--- src/rtl/img_proc_defs_pkg.sv ---
// img_proc_defs_pkg: pixel/window definitions shared by the line buffer and
// the window consumers of the image pipeline.
// Window layout: pixel p[r][c] sits at bits [8*(3r+c)+7 : 8*(3r+c)],
// r=0 is the oldest (top) row and c=0 is the oldest (left) column.

`ifndef IMG_PIX_LSB
`define IMG_PIX_LSB(r, c) (8 * (3 * (r) + (c)))
`endif

package img_proc_defs_pkg;

    localparam int PIX_W              = 8;
    localparam int WIN_W              = 9 * PIX_W;
    localparam int LINE_WIDTH_DEFAULT = 640;
    localparam int IMG_HEIGHT_DEFAULT = 480;

    // Extract pixel p[r][c] from a packed 3x3 window.
    function automatic logic [PIX_W-1:0] get_pix(input logic [WIN_W-1:0] win,
                                                 input int r, input int c);
        return win[`IMG_PIX_LSB(r, c) +: PIX_W];
    endfunction

    // 1-2-1 weighted tap sum of three pixels; max 1020, fits in 10 bits.
    function automatic logic [9:0] tap121(input logic [PIX_W-1:0] a,
                                          input logic [PIX_W-1:0] b,
                                          input logic [PIX_W-1:0] c);
        return {2'b00, a} + {1'b0, b, 1'b0} + {2'b00, c};
    endfunction

endpackage

--- src/rtl/sobel_abs_sat.sv ---
// sobel_abs_sat: combinational |Gx|+|Gy| with saturation to one 8-bit pixel.

module sobel_abs_sat (
    input  logic signed [10:0] gx,
    input  logic signed [10:0] gy,
    output logic [7:0]         mag
);

    logic [10:0] abs_x;
    logic [10:0] abs_y;
    logic [10:0] sum;

    // Magnitudes are at most 1020 each, so the sum (max 2040) fits 11 bits.
    always_comb begin
        abs_x = gx[10] ? $unsigned(-gx) : $unsigned(gx);
        abs_y = gy[10] ? $unsigned(-gy) : $unsigned(gy);
        sum   = abs_x + abs_y;
        mag   = (sum > 11'd255) ? 8'hFF : sum[7:0];
    end

endmodule

--- src/rtl/sobel_edge_detector.sv ---
// sobel_edge_detector: 3-stage Sobel gradient magnitude on a 3x3 window stream.
// Stage 1 registers the 1-2-1 column/row sums and the border flag, stage 2
// registers signed Gx/Gy, stage 3 registers the saturated (or thresholded)
// edge pixel. Latency 3, one window per clock, no backpressure.
// Optional feature macro: SOBEL_THRESH_EN (adds thresh port, binary 0/255 out).

module sobel_edge_detector
    import img_proc_defs_pkg::*;
#(
    parameter int LINE_WIDTH = LINE_WIDTH_DEFAULT,
    parameter int IMG_HEIGHT = IMG_HEIGHT_DEFAULT
`ifdef SOBEL_THRESH_EN
    ,
    parameter logic [7:0] THRESH_DEFAULT = 8'd64
`endif
) (
    input  logic         clk,
    input  logic         rst,
    input  logic [71:0]  window_in,
    input  logic         window_valid,
    input  logic         frame_start,
`ifdef SOBEL_THRESH_EN
    input  logic [7:0]   thresh,
`endif
    output logic [7:0]   edge_out,
    output logic         edge_valid,
    output logic         frame_done
);

    localparam int COL_W = (LINE_WIDTH > 1) ? $clog2(LINE_WIDTH) : 1;
    localparam int ROW_W = (IMG_HEIGHT > 1) ? $clog2(IMG_HEIGHT) : 1;
    localparam logic [COL_W-1:0] COL_LAST = COL_W'(LINE_WIDTH - 1);
    localparam logic [ROW_W-1:0] ROW_LAST = ROW_W'(IMG_HEIGHT - 1);

    // Window position counters.
    logic [COL_W-1:0] col_q, col_d, win_col;
    logic [ROW_W-1:0] row_q, row_d, win_row;

    // Stage 1: weighted sums, border flag, frame-done tag, valid.
    logic [9:0] s1_l_q, s1_l_d, s1_r_q, s1_r_d;
    logic [9:0] s1_t_q, s1_t_d, s1_b_q, s1_b_d;
    logic       s1_border_q, s1_border_d;
    logic       s1_fdone_q, s1_fdone_d;
    logic       s1_valid_q, s1_valid_d;

    // Stage 2: signed gradients.
    logic signed [10:0] s2_gx_q, s2_gx_d, s2_gy_q, s2_gy_d;
    logic               s2_border_q, s2_border_d;
    logic               s2_fdone_q, s2_fdone_d;
    logic               s2_valid_q, s2_valid_d;

    // Stage 3: output registers.
    logic [7:0] edge_q, edge_d;
    logic       edge_valid_q, edge_valid_d;
    logic       frame_done_q, frame_done_d;

`ifdef SOBEL_THRESH_EN
    // Threshold travels with its window so a change never retimes older ones.
    logic [7:0] s1_thresh_q, s1_thresh_d;
    logic [7:0] s2_thresh_q, s2_thresh_d;
`endif

    logic [7:0] p00, p01, p02, p10, p12, p20, p21, p22;
    logic [7:0] mag;

    // The centre pixel has zero weight in both Sobel kernels.
    logic [7:0] unused_center;
    assign unused_center = get_pix(window_in, 1, 1);

    // Counter update and stage-1 arithmetic.
    always_comb begin
        // NOTE: every _d gets a value on every path here, so no latch can be inferred.
        p00 = get_pix(window_in, 0, 0);
        p01 = get_pix(window_in, 0, 1);
        p02 = get_pix(window_in, 0, 2);
        p10 = get_pix(window_in, 1, 0);
        p12 = get_pix(window_in, 1, 2);
        p20 = get_pix(window_in, 2, 0);
        p21 = get_pix(window_in, 2, 1);
        p22 = get_pix(window_in, 2, 2);

        // frame_start wins: the coincident window is treated as col 0, row 0.
        win_col = frame_start ? '0 : col_q;
        win_row = frame_start ? '0 : row_q;
        col_d   = win_col;
        row_d   = win_row;
        if (window_valid) begin
            if (win_col == COL_LAST) begin
                col_d = '0;
                row_d = (win_row == ROW_LAST) ? '0 : win_row + 1'b1;
            end else begin
                col_d = win_col + 1'b1;
            end
        end

        s1_l_d      = tap121(p00, p10, p20);
        s1_r_d      = tap121(p02, p12, p22);
        s1_t_d      = tap121(p00, p01, p02);
        s1_b_d      = tap121(p20, p21, p22);
        // The first two windows of a line still hold pixels of the previous line.
        s1_border_d = (win_col < COL_W'(2));
        s1_fdone_d  = window_valid && (win_col == COL_LAST) && (win_row == ROW_LAST);
        s1_valid_d  = window_valid;
`ifdef SOBEL_THRESH_EN
        s1_thresh_d = window_valid ? thresh : s1_thresh_q;
`endif
    end

    // Stage-2 gradients and stage-3 output selection.
    always_comb begin
        s2_gx_d      = $signed({1'b0, s1_r_q}) - $signed({1'b0, s1_l_q});
        s2_gy_d      = $signed({1'b0, s1_b_q}) - $signed({1'b0, s1_t_q});
        s2_border_d  = s1_border_q;
        s2_fdone_d   = s1_fdone_q;
        s2_valid_d   = s1_valid_q;
`ifdef SOBEL_THRESH_EN
        s2_thresh_d  = s1_valid_q ? s1_thresh_q : s2_thresh_q;
        // S >= thr equals min(S,255) >= thr because thr never exceeds 255.
        edge_d       = (mag >= s2_thresh_q) ? 8'hFF : 8'h00;
`else
        edge_d       = mag;
`endif
        if (s2_border_q) begin
            edge_d = 8'h00;
        end
        edge_valid_d = s2_valid_q;
        frame_done_d = s2_fdone_q;
    end

    sobel_abs_sat u_abs_sat (
        .gx  (s2_gx_q),
        .gy  (s2_gy_q),
        .mag (mag)
    );

    // All state: counters, pipeline data, valid and frame-done tags.
    always_ff @(posedge clk or posedge rst) begin
        if (rst) begin
            // NOTE: data registers are reset too, so nothing stale can appear after release.
            col_q        <= '0;
            row_q        <= '0;
            s1_l_q       <= '0;
            s1_r_q       <= '0;
            s1_t_q       <= '0;
            s1_b_q       <= '0;
            s1_border_q  <= 1'b0;
            s1_fdone_q   <= 1'b0;
            s1_valid_q   <= 1'b0;
            s2_gx_q      <= '0;
            s2_gy_q      <= '0;
            s2_border_q  <= 1'b0;
            s2_fdone_q   <= 1'b0;
            s2_valid_q   <= 1'b0;
            edge_q       <= '0;
            edge_valid_q <= 1'b0;
            frame_done_q <= 1'b0;
`ifdef SOBEL_THRESH_EN
            s1_thresh_q  <= THRESH_DEFAULT;
            s2_thresh_q  <= THRESH_DEFAULT;
`endif
        end else begin
            // NOTE: non-blocking, so each stage captures the previous stage's pre-edge value.
            col_q        <= col_d;
            row_q        <= row_d;
            s1_l_q       <= s1_l_d;
            s1_r_q       <= s1_r_d;
            s1_t_q       <= s1_t_d;
            s1_b_q       <= s1_b_d;
            s1_border_q  <= s1_border_d;
            s1_fdone_q   <= s1_fdone_d;
            s1_valid_q   <= s1_valid_d;
            s2_gx_q      <= s2_gx_d;
            s2_gy_q      <= s2_gy_d;
            s2_border_q  <= s2_border_d;
            s2_fdone_q   <= s2_fdone_d;
            s2_valid_q   <= s2_valid_d;
            edge_q       <= edge_d;
            edge_valid_q <= edge_valid_d;
            frame_done_q <= frame_done_d;
`ifdef SOBEL_THRESH_EN
            s1_thresh_q  <= s1_thresh_d;
            s2_thresh_q  <= s2_thresh_d;
`endif
        end
    end

    assign edge_out   = edge_q;
    assign edge_valid = edge_valid_q;
    assign frame_done = frame_done_q;

endmodule

--- config.mk ---
export PLATFORM = sky130hd
export DESIGN_NAME = sobel_edge_detector
export DESIGN_NICKNAME = d
export VERILOG_FILES = /design/src/rtl/img_proc_defs_pkg.sv /design/src/rtl/sobel_abs_sat.sv /design/src/rtl/sobel_edge_detector.sv
export SDC_FILE = /design/constraint.sdc
export NUM_CORES = 1
export LEC_CHECK = 0
export ABC_AREA = 0
export BUFFER_PORTS_ARGS = -buffer_cell sky130_fd_sc_hd__buf_2
export CELL_PAD_IN_SITES_DETAIL_PLACEMENT = 1
export CELL_PAD_IN_SITES_GLOBAL_PLACEMENT = 1
export CORE_ASPECT_RATIO = 1.1
export CORE_MARGIN = 2
export CORE_UTILIZATION = 50
export DETAILED_ROUTE_END_ITERATION = 8
export HOLD_SLACK_MARGIN = 0.15
export MAX_ROUTING_LAYER = met4
export PLACE_DENSITY = 0.95
export SLEW_MARGIN = 20
export SYNTH_ARGS = -nofsm -noshare
export SYNTH_HDL_FRONTEND = slang
export SYNTH_SLANG_ARGS = --single-unit
export TNS_END_PERCENT = 50
--- constraint.sdc ---
create_clock -name clk -period 5.7 [get_ports clk]
set_input_delay 0.57 -clock clk [delete_from_list [all_inputs] [get_ports clk]]
set_output_delay 0.57 -clock clk [all_outputs]
set_load 0.02 [all_outputs]
==> results of run 1 <==
[worst paths after layout]
| path | startpoint | to | slack [ns] | cells after the start |
|---|---|---|---|---|
| min in group asynchronous | rst | frame_done$_DFF_PP0_ | 0.65 | 3 |
| worst max-delay path | s2_gx_q[0]$_DFF_PP0_ | edge_out[6]$_DFF_PP0_ | 1.71 | 10 |
| worst min-delay path | s1_fdone_q$_DFF_PP0_ | frame_done_d$_DFF_PP0_ | 0.35 | 0 |
| worst min register to register | s1_fdone_q$_DFF_PP0_ | frame_done_d$_DFF_PP0_ | 0.35 | 0 |
| max in group asynchronous | rst | s1_b_q[4]$_DFF_PP0_ | 4.07 | 4 |
| worst max register to register | s2_gx_q[0]$_DFF_PP0_ | edge_out[6]$_DFF_PP0_ | 1.71 | 10 |
[per-layer routing]
layer	GRT usage, %	vias up	part of all wire [%]
li1	-	2286	-
met1	27.2	2492	37
met2	53.3	172	55
met3	4.23	49	3.9
met4	13.2	0	4.3
met5	-	-	0
[worst reg2reg max path: cells and delay by family, from the launching register on]
| family | cells | cell delay [ns] |
|---|---|---|
| compound gates | 5 | 1.85 |
| xor+xnor | 2 | 0.42 |
| fa+ha+maj | 1 | 0.35 |
| flops | 1 | 0.41 |
| simple gates | 2 | 0.82 |
[power breakdown]
part           internal [uW]  switching, uW  leakage, uW  total (uW)
sequential               897            143      0.00119        1040
combinational           1040           1400      0.00229        2440
clock                    299            265     0.000127         564
[repair_timing]
action                                 4_1_cts  5_1_grt
hold buffers                                 1        0
resized for setup                            0        0
endpoints found under the hold margin        9        0
[cells by family (layout without fill, tap and decap cells)]
| family | count (synthesis) | after routing | synth area share [%] |
|---|---|---|---|
| and+or+nand+nor | 156 | 156 | 12.8 |
| AOI/OAI and AO/OA | 115 | 115 | 11.9 |
| adders and majority gates | 105 | 105 | 24.1 |
| DFF | 97 | 97 | 37.1 |
| buffers and inverters | 72 | 160 | 4.13 |
| xor gates and xnor gates | 71 | 71 | 9.50 |
| muxes | 3 | 3 | 0.478 |
[state kept, by name, summed over array words and instances (netlist names), 8 cells and up]
| register | flops |
|---|---|
| s1_r_q | 10 |
| s1_l_q | 10 |
| s1_t_q | 10 |
| row_q | 9 |
| col_q | 10 |
| s1_b_q | 10 |
| edge_out | 8 |
| s2_gx_q | 11 |
| s2_gy_q | 11 |
[cell usage in the layout (no fill, tap or decap), types with 6 or more instances in the layout]
master	count
a21o_1	13
a21oi_1	35
and3_1	10
buf_2	77
clkbuf_16	9
dfrtp_1	97
fa_1	35
ha_1	70
inv_1	64
nand2_1	31
nand2b_1	6
nand3_1	10
nand4_1	6
nor2_1	32
nor2b_1	21
nor3_1	16
o21ai_0	23
xnor2_1	49
xor2_1	22
[cell type report]
type	count	area share, %
Clock inverter	5	0.508
Sequential cell	97	32.8
Inverter	65	3.33
Tap cell	157	2.66
Clock buffer	11	3.15
Multi-Input combinational cell	450	52.0
Timing Repair Buffer	79	5.50
[metrics by stage]
stage / hold slack, ns / setup slack [ns]
after global placement: 0.333 / 2.02
final: 0.350 / 1.71
after detailed placement: 0.338 / 1.76
after CTS: 0.353 / 1.74
after global routing: 0.358 / 1.54
after floorplan: 0.331 / 2.38
==> out/qor.txt, run 1 <==
Placed insts = 847
Power Total = 4040 uW
Final setup vio count = 0
Failing checks = design-rule violations
Max rail drop VDD = 0.236 mV
Area Growth Syn to Fin = 13.0%
Crit path required time = 5.91 ns
CP Launch Type = flop
Top cell by count, worst path = a21oi_1
Sequential area share after synthesis = 37.1%
Largest net degree at the start of global routing = 89
Clock skew = 0.00742 ns
PortBufs = 77
Status = finished with violations
CTS tree = yes
Mapped Nets = 800
RSZ-0062 raised after global routing = false
Finished Core Util = 58.2%
Worst hold-check path type = flop to flop
Die H = 124 um
Power density over the cells = 547 nW/um2
Core box area = 12,700 um2
Worst-Skew Late Latency = 0.35 ns
Die Area = 14,000 um2
Routability congestion estimate from global placement = 0.990
Cells after Synth = 619
Final setup TNS = 0 ns
Clock tree buffer depth = 2
Worst Setup End Kind = flop
CP cell instances = or4_1 > o21ai_0 > xnor2_1 > ha_1 > and3_1 > a2111oi_0 > a21oi_1 > xor2_1 > a2111oi_4 > a21oi_1
Tcrit/Tclk final = 70.0%
Via count = 4,999
Area contributors post-synth = dfrtp_1 (37%), ha_1 (13%), fa_1 (11%), xnor2_1 (6.6%), inv_1 (3.7%)
Depth of the CTS H-tree = 3
Slew headroom = 42.0%
Via-per-instance ratio = 5.79
Final std cells w/o fill = 864
Worst-path clk slew = 0.07 ns
Multi-input gate area = 3840 um2
Num CTS Buffers = 9
I/O pin cnt = 86
Fin area = 7390 um2
DR WL/cell = 20.5 um
Slowest stage delay, CP = 0.76 ns
Die Wd = 113 um
Post-synth top flop = dfrtp_1
Initial antenna violation count = 0
DR iter-0 viols = 208
Storage cell area = 2430 um2
Vias in the first global route = 5,755
CP bufs+invs = 0
Average instance area after synthesis = 10.6 um2
Core Rows = 43
Fin. max-slew vios = 0
Final Critical Period = 3.99 ns
Pre-antenna DRT Iters = 6
Post-synth EDFFs = 0
Synth top cells by count = dfrtp_1 (97), ha_1 (70), inv_1 (65)
Slew @ Worst Pin = 0.848 ns
Critical path fanouts, max = 8
CP top delay family = compound AO/OA/AOI/OAI gates
Max Freq = 251 MHz
Setup Crit Path Kind = flop to flop
Leakage = 0.00361 uW
Dominant cell type by area after synthesis = dfrtp_1
Flops & latches, synth = 97
Antenna Nets Post-Route = 0
Root Buffer = clkbuf_16
Placed cell area = 7110 um2
Maxcap violations = 0
Yosys warns = 0
Final Hold Violating Endpoints = 0
Diodes inserted = 0
Worst EP arrival = 4.20 ns
Post-Syn Area = 6540 um2
GRT Util Overall = 27.7%
Filler Cells Inserted = 1,411
FFs w/ async S/R, synth = 100%
Initial Utilization = 51.5%
Total Nets Final = 883
Detailed Route WL = 17.7 mm
Share of layout cells above drive strength 1 = 14.7%
Setup repair bufs after CTS = 0
Clock sinks = 97
First-pass GRT wire length = 28.7 mm
Drt drc = 5
GRT Residual Overflow = 0
Cell variety after synth = 58
Share of the synthesized area in the top cell type = 37.1%
Most common cell in the synthesized netlist = dfrtp_1
DPL Wire Length = 14.2 mm
Worst path slowest cell = a2111oi_0
Power figures use the tool's default switching activity.
==> run 2: changes to the inputs <==
Settings changed: CORE_UTILIZATION 50 to 42, PLACE_DENSITY 0.95 to 0.86.
Clock period 5.7 ns to 3.45 ns, I/O delays scaled along.
==> out/qor.txt, run 2 (same netlist as run 1, synthesis figures left out) <==
Worst-Skew Late Latency = 0.34 ns
Setup repair bufs after CTS = 0
Diodes inserted = 0
First-pass GRT wire length = 26.3 mm
Sw Ratio = 43.5%
PortBufs = 77
Root Buffer = clkbuf_16
Max rail drop VDD = 0.420 mV
Comb pwr share = 61.6%
Slowest stage delay, CP = 0.57 ns
Final setup TNS = 0 ns
Depth of the CTS H-tree = 3
Via-per-instance ratio = 5.28
RSZ-0062 raised after global routing = false
Power density over the cells = 907 nW/um2
Critical path fanouts, max = 8
Die Wd = 123 um
Largest regs = s2_gx_q x11, s2_gy_q x11
Die Area = 16,600 um2
Int Pwr = 3850 uW
Final Critical Period = 3.25 ns
Placed insts = 892
Final std cells w/o fill = 907
Initial antenna violation count = 0
DPL Wire Length = 13.2 mm
Final setup vio count = 0
Largest net degree at the start of global routing = 44
Detailed Route WL = 15.9 mm
DR WL/cell = 17.5 um
FF-to-FF Start = s2_gx_q[0]$_DFF_PP0_
GRT Util Overall = 20.9%
Fin area = 7500 um2
Core box area = 15,200 um2
Clock skew = 0.00698 ns
Initial Utilization = 43.1%
Status = complete, no violations
Clock Power Share = 13.3%
Worst EP arrival = 3.47 ns
Num CTS Buffers = 9
CP cell instances = or4_1 > o21ai_1 > xnor2_1 > ha_1 > and3_1 > a2111oi_4 > buf_4 > a21oi_1 > xor2_1 > a2111oi_4 > buf_4 > a21oi_1
Slew @ Worst Pin = 0.722 ns
Via count = 4,793
Drt drc = 0
Placed cell area = 7200 um2
Most frequent cells in the layout = dfrtp_1 (97), buf_2 (77), ha_1 (70)
Vias in the first global route = 5,524
Pre-antenna DRT Iters = 4
Power Total = 6810 uW
Clock tree buffer depth = 2
Leakage = 0.00364 uW
CP Launch Type = flop
I/O pin cnt = 86
Antenna Nets Post-Route = 0
Clock sinks = 97
Setup Crit Path Kind = flop to flop
Worst hold-check path type = primary input to flop
Slew headroom = 51.9%
Commonest non-fill, non-tap cell in the layout = dfrtp_1
GRT Residual Overflow = 0
Critical path startpoint = s2_gx_q[0]$_DFF_PP0_
Worst-path clk slew = 0.07 ns
Die H = 135 um
DR iter-0 viols = 157
Fin. max-slew vios = 0
Crit path required time = 3.67 ns
CTS tree = yes
Share of layout cells above drive strength 1 = 15.6%
Worst path slowest cell = or4_1
Max Freq = 307 MHz
Worst R2R Setup Slack = 0.20 ns
Filler Cells Inserted = 1,722
Worst Setup End Kind = flop
Routability congestion estimate from global placement = 1.01
Switching pwr = 2960 uW
Total Nets Final = 889
Tcrit/Tclk final = 94.3%
Hold path startpoint = window_valid
Share of power burned in registers = 25.1%
Core Rows = 47
Final Hold Violating Endpoints = 0
Maxcap violations = 0
Area Growth Syn to Fin = 14.7%
[run 2: changes by cell type in the layout (fill, tap and decap cells not counted), sizes merged]
cell      previous run  this run
buf                 78        84
inv                 67        64
clkbuf              11        12
clkinv               1         2
clkinvlp             2         1
[run 2: critical path, delay by kind of cell, from the launching register on]
family                   cells  cell delay [ns]
adder cells (fa/ha/maj)      1             0.29
XOR/XNOR                     2             0.31
buffers and inverters        2             0.37
flip-flops                   1             0.41
AO/OA/AOI/OAI                5             0.94
AND/OR/NAND/NOR              2             0.81
[run 2: stage by stage]
stage / setup WS [ns] / utilization [%] / hold WS [ns]
2_1_floorplan: 0.131 / - / 0.331
3_3_place_gp: 0.154 / 47.5 / 0.334
3_5_place_dp: 0.0448 / 47.5 / 0.338
4_1_cts: 0.0463 / 49.3 / 0.207
5_1_grt: 0.0332 / 49.5 / 0.214
6_report: 0.197 / 49.5 / 0.218
[run 2: power groups by stage]
stage / Sequential (uW) / Combinational, uW / Clock [uW]
after global routing: 1750 / 4630 / 968
final: 1710 / 4190 / 906
after detailed placement: 1720 / 4040 / 0
after floorplan: 1670 / 3020 / 0
after global placement: 1690 / 3770 / 0
after CTS: 1700 / 4120 / 923
[run 2: repair_timing]
item,CTS,global route
endpoints found under the hold margin,41,0
resized for setup,1,5
hold buffers,1,0
gates cloned,0,0
setup endpoints to repair,1,8
[run 2: path summary, 6_finish.rpt]
| path | to | cells past startpoint |
|---|---|---|
| worst max-delay path | edge_out[3]$_DFF_PP0_ | 12 |
| worst min-delay path | s1_valid_q$_DFF_PP0_ | 1 |
| worst max register to register | edge_out[3]$_DFF_PP0_ | 12 |
| worst min register to register | frame_done$_DFF_PP0_ | 0 |
| max in group asynchronous | s1_b_q[6]$_DFF_PP0_ | 4 |
| min in group asynchronous | edge_out[6]$_DFF_PP0_ | 3 |
[run 2: cell type report]
class | count | area, um2 | area share, %
repair buffers | 85 | 448 | 5.97
clock buffers | 12 | 246 | 3.28
clock inverters | 2 | 16.3 | 0.217
well taps | 196 | 245 | 3.27
multi-input cells | 450 | 3870 | 51.6
inverters | 65 | 245 | 3.27
flip-flops and latches | 97 | 2430 | 32.3
[run 2: layer usage]
layer | vias up | share of wire [%] | GRT usage (%)
met5 | - | 0 | -
met1 | 2355 | 38 | 21.2
met4 | 0 | 3.7 | 9.22
li1 | 2291 | - | -
met2 | 107 | 55 | 39.8
met3 | 40 | 2.6 | 2.49
